File: config.mk
export PLATFORM = sky130hd
export DESIGN_NAME = ws2812_chain_driver
export DESIGN_NICKNAME = d
export VERILOG_FILES = /design/src/rtl/ws2812_pkg.sv /design/src/rtl/ws2812_bit_encoder.sv /design/src/rtl/ws2812_chain_driver.sv
export SDC_FILE = /design/constraint.sdc
export NUM_CORES = 1
export LEC_CHECK = 0
export ABC_CLOCK_PERIOD_IN_PS = 3200
export BUFFER_PORTS_ARGS = -buffer_cell sky130_fd_sc_hd__buf_2
export CORE_MARGIN = 4
export CORE_UTILIZATION = 30
export CTS_BUF_LIST = sky130_fd_sc_hd__clkbuf_16
export DETAILED_ROUTE_END_ITERATION = 8
export PLACE_DENSITY = 0.49
export SLEW_MARGIN = 15
export SYNTH_ARGS = -nofsm -noshare
export SYNTH_HDL_FRONTEND = slang
export SYNTH_SLANG_ARGS = --single-unit
File: constraint.sdc
create_clock -name clk -period 3.2 [get_ports clk]
set_input_delay 0.16 -clock clk [delete_from_list [all_inputs] [get_ports clk]]
set_output_delay 0.16 -clock clk [all_outputs]
set_load 0.1 [all_outputs]
File: src/rtl/ws2812_pkg.sv
// Shared types and defaults for the WS2812/SK6812 chain driver.
package ws2812_pkg;

    typedef enum logic [2:0] {
        StIdle,
        StLoad,
        StHigh,
        StLow,
        StLatch
    } state_t;

    // Default bit timing in clock cycles at 10 MHz
    localparam int unsigned DefT0H = 4;
    localparam int unsigned DefT0L = 8;
    localparam int unsigned DefT1H = 7;
    localparam int unsigned DefT1L = 6;
    localparam int unsigned DefRes = 500;

    // Colour words in wire order: G, R, B (and W for GRBW parts)
    localparam logic [23:0] GrbRed     = 24'h00FF00;
    localparam logic [23:0] GrbGreen   = 24'hFF0000;
    localparam logic [23:0] GrbBlue    = 24'h0000FF;
    localparam logic [23:0] GrbWhite   = 24'hFFFFFF;
    localparam logic [23:0] GrbOff     = 24'h000000;
    localparam logic [31:0] GrbwWhite  = 32'h000000FF;
    localparam logic [31:0] GrbwOff    = 32'h00000000;

    function automatic int unsigned phase_cnt_width(input int unsigned t0h, input int unsigned t1h,
                                                    input int unsigned t0l, input int unsigned t1l,
                                                    input int unsigned res);
        int unsigned m;
        m = t0h;
        if (t1h > m)     m = t1h;
        if (t0l + 1 > m) m = t0l + 1;
        if (t1l + 1 > m) m = t1l + 1;
        if (res > m)     m = res;
        return $clog2(m + 1);
    endfunction

endpackage

File: src/rtl/ws2812_bit_encoder.sv
// Phase timer: counts the length of the current high, low or latch phase and flags its last cycle.
module ws2812_bit_encoder
    import ws2812_pkg::*;
#(
    parameter int unsigned T0H = DefT0H,
    parameter int unsigned T0L = DefT0L,
    parameter int unsigned T1H = DefT1H,
    parameter int unsigned T1L = DefT1L,
    parameter int unsigned RES = DefRes,
    parameter int unsigned CW  = 9
) (
    input  logic   clk,
    input  logic   rst,
    input  state_t phase,
    input  logic   bit_val,
    output logic   phase_done
);

    logic [CW-1:0] cnt_q, cnt_d;
    logic [CW-1:0] len;
    logic          counting;

    always_comb begin
        len = '0;
        case (phase)
            StHigh:  len = bit_val ? CW'(T1H) : CW'(T0H);
            StLow:   len = bit_val ? CW'(T1L) : CW'(T0L);
            StLatch: len = CW'(RES);
            default: len = '0;
        endcase
        counting   = phase inside {StHigh, StLow, StLatch};
        phase_done = counting && (cnt_q == len - 1'b1);
        // Restart from zero on every phase boundary so each phase starts a fresh count
        cnt_d      = (phase_done || !counting) ? '0 : cnt_q + 1'b1;
    end

    always_ff @(posedge clk or posedge rst) begin
        if (rst) begin
            cnt_q <= '0;
        end else begin
            cnt_q <= cnt_d;
        end
    end

endmodule

File: src/rtl/ws2812_chain_driver.sv
// WS2812/SK6812 chain driver: pixel RAM, frame sequencing FSM and registered serial output.
module ws2812_chain_driver
    import ws2812_pkg::*;
#(
    parameter int unsigned NUM_LEDS     = 8,
    parameter int unsigned BITS_PER_LED = 24,
    parameter int unsigned T0H          = DefT0H,
    parameter int unsigned T0L          = DefT0L,
    parameter int unsigned T1H          = DefT1H,
    parameter int unsigned T1L          = DefT1L,
    parameter int unsigned RES          = DefRes,
    localparam int unsigned AW          = (NUM_LEDS > 1) ? $clog2(NUM_LEDS) : 1
) (
    input  logic                    clk,
    input  logic                    rst,
    input  logic                    wr_en,
    input  logic [AW-1:0]           wr_addr,
    input  logic [BITS_PER_LED-1:0] wr_data,
    input  logic                    start,
    input  logic                    repeat_en,
    output logic                    busy,
    output logic                    done,
    output logic                    ws_out
);

    localparam int unsigned CW = phase_cnt_width(T0H, T1H, T0L, T1L, RES);
    localparam int unsigned BW = $clog2(BITS_PER_LED);

    if (!(BITS_PER_LED == 24 || BITS_PER_LED == 32)) begin : gen_bad_width
        $error("BITS_PER_LED must be 24 or 32");
    end

    logic [BITS_PER_LED-1:0] mem [NUM_LEDS];

    state_t                  state_q, state_d;
    logic [AW-1:0]           pix_q, pix_d;
    logic [BW-1:0]           bit_q, bit_d;
    logic [BITS_PER_LED-1:0] shift_q, shift_d;
    logic                    ws_out_q;
    logic                    phase_done;

    always_ff @(posedge clk) begin
        if (wr_en && ({1'b0, wr_addr} < (AW+1)'(NUM_LEDS))) begin
            mem[wr_addr] <= wr_data;
        end
    end

    ws2812_bit_encoder #(
        .T0H (T0H),
        .T0L (T0L),
        .T1H (T1H),
        .T1L (T1L),
        .RES (RES),
        .CW  (CW)
    ) u_bit_encoder (
        .clk        (clk),
        .rst        (rst),
        .phase      (state_q),
        .bit_val    (shift_q[BITS_PER_LED-1]),
        .phase_done (phase_done)
    );

    always_comb begin
        state_d = state_q;
        pix_d   = pix_q;
        bit_d   = bit_q;
        shift_d = shift_q;
        unique case (state_q)
            StIdle: begin
                pix_d = '0;
                if (start) state_d = StLoad;
            end
            StLoad: begin
                // Read happens here, so a write to this pixel from now on lands in the next frame
                shift_d = mem[pix_q];
                bit_d   = BW'(BITS_PER_LED - 1);
                state_d = StHigh;
            end
            StHigh: begin
                if (phase_done) state_d = StLow;
            end
            StLow: begin
                if (phase_done) begin
                    if (bit_q == '0) begin
                        if (pix_q == AW'(NUM_LEDS - 1)) begin
                            state_d = StLatch;
                        end else begin
                            pix_d   = pix_q + 1'b1;
                            state_d = StLoad;
                        end
                    end else begin
                        bit_d   = bit_q - 1'b1;
                        shift_d = {shift_q[BITS_PER_LED-2:0], 1'b0};
                        state_d = StHigh;
                    end
                end
            end
            StLatch: begin
                if (phase_done) begin
                    pix_d   = '0;
                    state_d = repeat_en ? StLoad : StIdle;
                end
            end
            default: state_d = StIdle;
        endcase
    end

    always_ff @(posedge clk or posedge rst) begin
        if (rst) begin
            state_q  <= StIdle;
            pix_q    <= '0;
            bit_q    <= '0;
            shift_q  <= '0;
            ws_out_q <= 1'b0;
        end else begin
            state_q  <= state_d;
            pix_q    <= pix_d;
            bit_q    <= bit_d;
            shift_q  <= shift_d;
            ws_out_q <= (state_d == StHigh);
        end
    end

    assign busy   = (state_q != StIdle);
    assign done   = (state_q == StLatch) && phase_done;
    assign ws_out = ws_out_q;

endmodule
; Word-level counts from Yosys, hierarchy flattened
; Memory sizes are Yosys's and may differ from the RTL's.
; Index checks and enable logic that the tools add are counted.
[classes]
eq_ne = 12
muxes = 25
n_reduce_logical = 12
add_sub_neg = 4
[ops]
columns = op, count
row1 = $mux 24, 2
row2 = $pmux 24 s2, 1
row3 = $mux 3, 10
row4 = $pmux 9 s3, 1
row5 = $pmux 3 s5, 1
row6 = $mux 5, 2
row7 = $ne 2x2->1 const B, 5
row8 = $pmux 5 s2, 1
row9 = $add 9x1->9 const B, 1
row10 = $eq 3x2->1 const B, 3
row11 = $eq 9x9->1, 1
row12 = $mux 9, 1
row13 = $pmux 3 s3, 1
row14 = $reduce_bool 3->1, 3
row15 = $sub 9x1->9 const B, 1
row16 = $eq 3x3->1 const B, 2
row17 = $logic_not 5->1, 1
row18 = $reduce_and 5->1, 1
row19 = $sub 5x1->5 const B, 1
row20 = $mux 4, 1
row21 = $add 3x1->3 const B, 1
row22 = $eq 3x1->1 const B, 1
row23 = $logic_not 3->1, 1
row24 = $mux 1, 3
row25 = other kinds (6), 7
[totals]
memories = 1
ramBits = 192
out_inout_bits = 3
input_bits = 32
ff_bits = 45
[memory_table]
columns = name, words, width, rd, rd_clocked_by_memory_dff, wr, line
row1 = mem, 8, 24, 1, 0, 1, ws2812_chain_driver.sv:33  ; logic [BITS_PER_LED-1:0] mem [NUM_LEDS];

; Depth between registers and ports, before layout
; Gate-level depths: netlist of run 1.
[depth]
ltp_word = 8
mapped_depth = 13

; Hierarchy
; From an unflattened synthesis of run 1, not the netlist that was laid out.
[unflattened]
hier_cells = 519
area_unflattened_um2 = 9525.4
[modules_own_cells]
columns = module, area_each_um2, seq_area_each_um2, cells_per_inst, instances
row1 = ws2812_chain_driver, 8861.0, 6666.4, 448, 1
row2 = ws2812_bit_encoder, 664.4, 225.2, 71, 1

; Least setup slack after synthesis of run 1
; No wires, ideal clock.
[synth_timing]
path_type = reg2out
startpoint = reg state_q[0]
endpoint = out done
path_slack_ps = -682
t_arrival_ps = 3722
stages_incl_launch_ff = 13
t_required_ps = 3040
cell_sequence = dfrtp_1 -> clkbuf_1 -> inv_1 -> nand3_1 -> ha_1 -> nand2_1 -> ha_1 -> xnor2_1 -> o2111ai_1 -> nor4_2 -> buf_2 -> buf_4 -> nor2b_1
[synth_between]
elab_chain_len = 6
word_cells_on_any_way = 9
classes_between = 1 x add/sub / 4 x eq/ne / 1 x mux / 3 x reduce/logical
[synth_rtl]
columns = element, line
row1 = "start, declared", ws2812_chain_driver.sv:35  ; state_t state_q, state_d;
row2 = "start signal, assigned", ws2812_chain_driver.sv:110  ; state_q <= StIdle;
row3 = "start signal, assigned", ws2812_chain_driver.sv:116  ; state_q <= state_d;
row4 = $eq 3x3->1 or $eq 3x2->1 (tied branches), "ws2812_bit_encoder.sv:25, ws2812_bit_encoder.sv:31, ws2812_chain_driver.sv:125"
row5 = $pmux 9 s3, ws2812_bit_encoder.sv:25  ; case (phase)
row6 = $sub 9x1->9, ws2812_bit_encoder.sv:32  ; phase_done = counting && (cnt_q == len - 1'b1);
row7 = $eq 9x9->1, ws2812_bit_encoder.sv:32
row8 = $logic_and 1x1->1, ws2812_bit_encoder.sv:32
row9 = $logic_and 1x1->1 (*), ws2812_chain_driver.sv:125  ; assign done = (state_q == StLatch) && phase_done;
row10 = "end, declared", ws2812_chain_driver.sv:22  ; output logic done,
; Every way passes the cells marked *; elsewhere a longest branch is shown, timed or not.

; Worst setup path in the final report of run 1
; Ends and elaborated chain as after synthesis.

==> flow_summary.json, run 1 <==
{
  "status": "finished clean",
  "port_buffers": 34,
  "grt_max_degree": 49,
  "syn-num-nets": 599,
  "synth_top_cell_by_area": "edfxtp_1",
  "placementRows": 65,
  "die_area_um2": 35610,
  "ys.flop_type": "edfxtp_1",
  "syn_area_um2": 9797,
  "crit_path_max_incr_delay_ns": 0.44,
  "synth_top_area_share_pct": 58.85,
  "drive_above_1_share_pct": 25.42,
  "finalNetCount": 680,
  "min_path_type": "in2reg",
  "end_kind": "output pin",
  "crit_slowest_cell": "dfrtp_1",
  "avgViaCountPerCell": 4.753,
  "final-setup-viol-count": 0,
  "synthDistinctLibCells": 57,
  "crit_path_end": "done",
  "drt_iter0_markers": 293,
  "route.detailed.drc": 0,
  "cts_sinks": 237,
  "slew_headroom_pct": 32.82,
  "place.detailed.hpwl_mm": 11.51,
  "met1_usage_pct": 15.65,
  "grt_util_all_layers_pct": 11.69,
  "yosys-top-cells-area": "edfxtp_1 (59%), dfrtp_1 (11%), mux4_2 (11%)",
  "synthTopCellsByCount": "edfxtp_1 (192), mux4_2 (48), dfrtp_1 (45)",
  "busiest_layer": "met2",
  "crit_path_frequent_cell": "ha_1",
  "pwr-share-clk_pct": 34.3,
  "clockBufferDepth": 3,
  "p_int_mw": 5.916,
  "fmax_ghz": 0.3299,
  "fin_area_um2": 11720,
  "vias": 5214,
  "drv_cap": 0,
  "grt_pass1_wl_mm": 32.66,
  "finalCritPeriodShare_pct": 94.73,
  "wirelength_mm": 20.55,
  "netlist_instances": 560,
  "cts.clk_slew.worst_paths_ns": 0.06,
  "tns_ns": 0,
  "crit_chain": "inv_1, nand3_1, ha_1, nand2_1, ha_1, xnor2_1, o2111ai_2, nor4_2, buf_4, nor2b_4, buf_12",
  "ys_seq_area_share_pct": 70.34,
  "overflow": 0,
  "powerDensity_nw_per_um2": 687.7,
  "path_buf_inv": 3,
  "r2r_slack_ns": 0.28,
  "placed_cells": 1018,
  "ys_ff_latch": 237,
  "required_ns": 3.04,
  "cts_buffers": 26,
  "worstPathArrival_ns": 2.87,
  "rr_startpoint": "state_q[0]$_DFF_PP0_",
  "htreeDepth": 1,
  "clock_latency_ns": 0.53,
  "postRouteAntennaNets": 0,
  "finalHoldViolCount": 0,
  "wl_per_cell_um": 18.73,
  "ctsRootBufferMaster": "clkbuf_16",
  "antenna_found_initial": 1,
  "power_frac_comb_pct": 18.1,
  "start_kind": "flop",
  "path_max_fanout": 6,
  "timing.hold.ws_ns": 0.04907,
  "finalPower_mw": 8.058,
  "synth_most_common_cell": "edfxtp_1",
  "synth_edf_count": 192,
  "dr.pass1.iters": 4,
  "use_met3_pct": 1.982,
  "ioPinCount": 35,
  "cts_tree": "done",
  "syn_area_per_cell_um2": 17.49,
  "final.setup.worst_slack_ns": 0.1686,
  "placed_cell_area_um2": 10610,
  "p_leak_nw": 3.995,
  "skew_ns": 0.009090,
  "finalMaxSlewViolations": 0,
  "critPathKind": "reg2out",
  "die_h_um": 188.7,
  "pwr-share-seq_pct": 47.6,
  "worst_slew_pin_slew_ns": 1.006,
  "grt_use_met2_pct": 19.99,
  "place_congestion": 0.7382,
  "p_sw_share_pct": 26.58,
  "syn2layout_area_growth_pct": 19.60,
  "pre_cts_ws_ns": 0.2176,
  "path_delay_family": "simple AND/OR/NAND/NOR gates",
  "first_global_vias": 5572,
  "core-area_um2": 31880,
  "final_util_pct": 36.75,
  "min_period_ns": 3.031,
  "ir_worst_vdd_mv": 0.3886,
  "worstSetupStartpoint": "state_q[0]$_DFF_PP0_",
  "synth_warnings": 0,
  "async_reset_ff_share_pct": 18.99,
  "netSwitchingPower_mw": 2.142,
  "die_w_um": 188.7,
  "worstReg2RegEnd": "shift_q[13]$_DFFE_PP0P_",
  "initial_core_util_pct": 30.73,
  "final_cells": 1097,
  "worst-r2r-cell-count": 13,
  "crit_cells": 11
}
## area by class of cell
class / count / area [um2]
diodes: 1 / 2.502
repair buffers: 85 / 668.1
clock inverters: 22 / 152.6
flip-flops and latches: 237 / 6898
clock buffers: 26 / 650.6
multi-input cells: 283 / 2771
well taps: 435 / 544.3
fillers: 3029 / 20160
inverters: 8 / 30.03
## routing by layer
metal / part of all wire [%] / vias to the layer above
li1: - / 2363
met1: 44 / 2733
met2: 50 / 86
met3: 3.3 / 32
met4: 2.3 / 0
met5: 0 / -
## timing repair
item / CTS / global route
endpoints found under the setup margin: 1 / 1
endpoints found under the hold margin: 237 / 0
pin swaps: 1 / 1
resized for setup: 1 / 2
buffers inserted: 2 / 3
hold buffers: 25 / 0
cloned: 0 / 0
## cells in the final DEF, fill, tap and decap left out, types with 5 or more instances in the layout
master,synthesis,final
nor2_2,1,7
and3_1,5,5
inv_1,8,23
dfrtp_1,45,42
mux2_2,6,6
a21oi_1,9,8
edfxtp_1,192,192
xor2_1,8,8
mux2i_1,24,24
o21ai_0,27,27
nand3_1,6,6
nor3_1,10,8
mux2_1,17,17
nand2_1,34,34
dlygate4sd3_1,0,25
nor2_1,21,15
xnor2_1,6,6
mux4_2,48,48
nand2b_1,7,7
buf_4,1,23
ha_1,7,7
clkbuf_16,0,26
buf_2,8,33
## logic make-up (layout without fill, tap and decap cells)
kind of cell | count (synthesis) | after routing | share of synthesized area, %
flip-flops | 237 | 237 | 70.34
buffers and inverters | 40 | 141 | 1.903
XOR/XNOR | 14 | 14 | 1.252
adder cells (fa/ha/maj) | 7 | 7 | 0.8940
other | 0 | 1 | 0
multiplexers | 95 | 95 | 16.13
AO/OA/AOI/OAI | 58 | 58 | 3.895
AND/OR/NAND/NOR | 109 | 109 | 5.581
## how the worst min path moves through the flow
stage / startpoint / slack (ns) / end / cells after the start
finish: start / 0.05 / state_q[0]$_DFF_PP0_ / 4
global route: start / 0.05 / state_q[0]$_DFF_PP0_ / 4
CTS: start / 0.02 / state_q[0]$_DFF_PP0_ / 4
detailed placement: wr_data[22] / 0.43 / mem[2][22]$_DFFE_PP_ / 1
global placement: wr_data[6] / 0.41 / mem[7][6]$_DFFE_PP_ / 1
floorplan: wr_data[0] / 0.26 / mem[0][0]$_DFFE_PP_ / 0
## power groups by stage
stage | Combinational [mW] | Sequential, mW | Clock, mW
2_1_floorplan | 1.05 | 3.85 | 0
3_3_place_gp | 1.35 | 3.88 | 0
3_5_place_dp | 1.40 | 3.90 | 0
4_1_cts | 1.45 | 3.84 | 2.86
5_1_grt | 1.61 | 3.87 | 3.00
6_report | 1.46 | 3.83 | 2.77
## tightest hold or removal path, cell delays in order
cell	delay [ns]
buf_2	0.09
a21oi_1	0.05
nor3_1	0.10
or2_2	0.13
## registers in the layout, summed over array words and instances, names as in the netlist
| signal | flops |
|---|---|
| mem | 192 |
| shift_q | 24 |
| u_bit_encoder.cnt_q | 9 |
| bit_q | 5 |
| pix_q | 3 |
| state_q | 3 |
| ws_out | 1 |
Power figures use the tool's default switching activity.
==> run 2: changes to the inputs <==
- ABC_CLOCK_PERIOD_IN_PS: 3200 -> 3900
- SETUP_SLACK_MARGIN: not set -> 0.4
- clock period: 3.2 -> 3.9 ns (I/O delays scaled with it)
==> run 2 against run 1 <==
Against the previous run: utilization decreased by 0.35 points; setup slack better by 0.49 ns; die area did not move; sequential share of layout area increased by 0.57 points; via count is 2.4% lower; count of clock-buffer cells in the layout unchanged; largest cell class unchanged.
==> flow_summary.json, run 2 (synthesized netlist as in run 1, its figures left out) <==
{
  "path_buf_inv": 2,
  "placed_cells": 1017,
  "cts_sinks": 237,
  "grt_max_degree": 46,
  "vias": 5087,
  "finalCritPeriodShare_pct": 83.07,
  "largest_register": "mem",
  "finalPower_mw": 6.436,
  "ctsRootBufferMaster": "clkbuf_16",
  "final_cells": 1090,
  "drive_above_1_share_pct": 25.19,
  "min_path_type": "in2reg",
  "initial_core_util_pct": 30.73,
  "fmax_ghz": 0.3087,
  "ioPinCount": 35,
  "path_delay_family": "simple AND/OR/NAND/NOR gates",
  "placementRows": 65,
  "start_kind": "flop",
  "critPathKind": "reg2out",
  "grt_pass1_wl_mm": 31.49,
  "path_max_fanout": 13,
  "largest_reg_flops": 192,
  "status": "finished clean",
  "clockBufferDepth": 3,
  "cts_buffers": 26,
  "clock_latency_ns": 0.52,
  "powerDensity_nw_per_um2": 554.5,
  "wirelength_mm": 20.19,
  "diodes": 0,
  "postRouteAntennaNets": 0,
  "layout_commonest_cell": "edfxtp_1",
  "route.detailed.drc": 0,
  "mostFrequentLayoutCells": "edfxtp_1 (192), mux4_2 (48), dfrtp_1 (41)",
  "die_area_um2": 35610,
  "place.detailed.hpwl_mm": 11.46,
  "finalNetCount": 676,
  "drt_iter0_markers": 297,
  "place_congestion": 0.7446,
  "avgViaCountPerCell": 4.667,
  "tns_ns": 0,
  "first_global_vias": 5379,
  "min_period_ns": 3.240,
  "num-fill-cells": 3029,
  "cts.clk_slew.worst_paths_ns": 0.06,
  "timing.hold.ws_ns": 0.07506,
  "required_ns": 3.70,
  "die_h_um": 188.7,
  "crit_path_max_incr_delay_ns": 0.50,
  "final_util_pct": 36.41,
  "cts_tree": "done",
  "antenna_found_initial": 0,
  "end_kind": "output pin",
  "grt_util_all_layers_pct": 11.25,
  "top_regs": "mem x192, shift_q x24, u_bit_encoder.cnt_q x9",
  "finalHoldViolCount": 0,
  "crit_chain": "nor2b_1, nand3_1, ha_1, nand2_1, ha_1, xnor2_1, o2111ai_1, nor4_2, buf_4, nor2b_2, buf_12",
  "slew_headroom_pct": 32.91,
  "crit_path_frequent_cell": "ha_1",
  "syn2layout_area_growth_pct": 18.48,
  "crit_slowest_cell": "dfrtp_2",
  "overflow": 0,
  "core-area_um2": 31880,
  "dr.pass1.iters": 4,
  "r2r_slack_ns": 0.77,
  "final-setup-viol-count": 0,
  "p_leak_nw": 3.925,
  "ir_worst_vdd_mv": 0.3062,
  "die_w_um": 188.7,
  "worstPathArrival_ns": 3.04,
  "wl_per_cell_um": 18.53,
  "drv_cap": 0,
  "port_buffers": 34,
  "skew_ns": 0.009197,
  "finalMaxSlewViolations": 0,
  "worst_slew_pin_slew_ns": 1.005,
  "htreeDepth": 1,
  "rsz0062_at_grt": "no"
}
[run 2: changes by cell type in the layout (fill, tap and decap cells not counted), moves of 2 or more]
cell | previous run | this run
bufinv_16 | 2 | 0
buf_4 | 23 | 20
clkinv_1 | 2 | 5
inv_1 | 23 | 16
clkinv_2 | 0 | 4
[run 2: final timing paths]
path                                              start                               end  depth (start not counted)
worst max-delay path               state_q[1]$_DFF_PP0_                              done                         11
worst min-delay path                              start              state_q[0]$_DFF_PP0_                          4
worst max register to register     state_q[1]$_DFF_PP0_           shift_q[11]$_DFFE_PP0P_                         12
worst min register to register  shift_q[12]$_DFFE_PP0P_           shift_q[12]$_DFFE_PP0P_                          1
max in group asynchronous                           rst              pix_q[0]$_DFFE_PP0P_                          3
min in group asynchronous                           rst  u_bit_encoder.cnt_q[3]$_DFF_PP0_                          3
[run 2: routing by layer]
metal / track usage [%] / share of wire, % / vias to the layer above / wire length (um)
li1: - / - / 2352 / -
met1: 15.20 / 45 / 2624 / 9054
met2: 19.32 / 50 / 85 / 10050
met3: 2.038 / 3.9 / 26 / 785
met4: 2.018 / 1.5 / 0 / 300
met5: 0 / 0 / - / 0
[run 2: where the power goes]
group          switching (mW)  internal [mW]
Clock                   0.940           1.21
Combinational           0.621          0.519
Sequential              0.172           2.98
[run 2: cell type report]
class                      count  area (um2)  area share, %
timing repair buffer          81       625.6          5.390
clock inverter                20       100.1         0.8623
sequential                   237        6899          59.44
multi-input combinational    283        2758          23.76
inverter                       8       30.03         0.2587
tap                          435       544.3          4.689
clock buffer                  26       650.6          5.605
[run 2: what timing repair did]
action                                  CTS  global route
gates resized for setup                   2             0
endpoints found under the setup margin    1             1
buffers inserted                          1             1
hold buffers                             25             0
endpoints found under the hold margin   237             0
pin swaps                                 0             1
[run 2: stage by stage]
stage	worst slack, ns	instance area [um2]
after floorplan	0.5087	9799
after global routing	0.3896	11610
final	0.6601	11610
after detailed placement	0.6284	10590
after CTS	0.4988	11600
after global placement	0.7290	10590
[run 2: worst reg2reg max path, stage by stage, from the launching register on]
cell and delay [ns]:
dfrtp_2 0.50, nor2b_1 0.20, nand3_1 0.10, ha_1 0.25
nand2_1 0.08, ha_1 0.23, xnor2_1 0.15, o2111ai_1 0.15
nor4_2 0.29, buf_4 0.16, o2bb2ai_2 0.29, buf_12 0.24
mux2_1 0.36
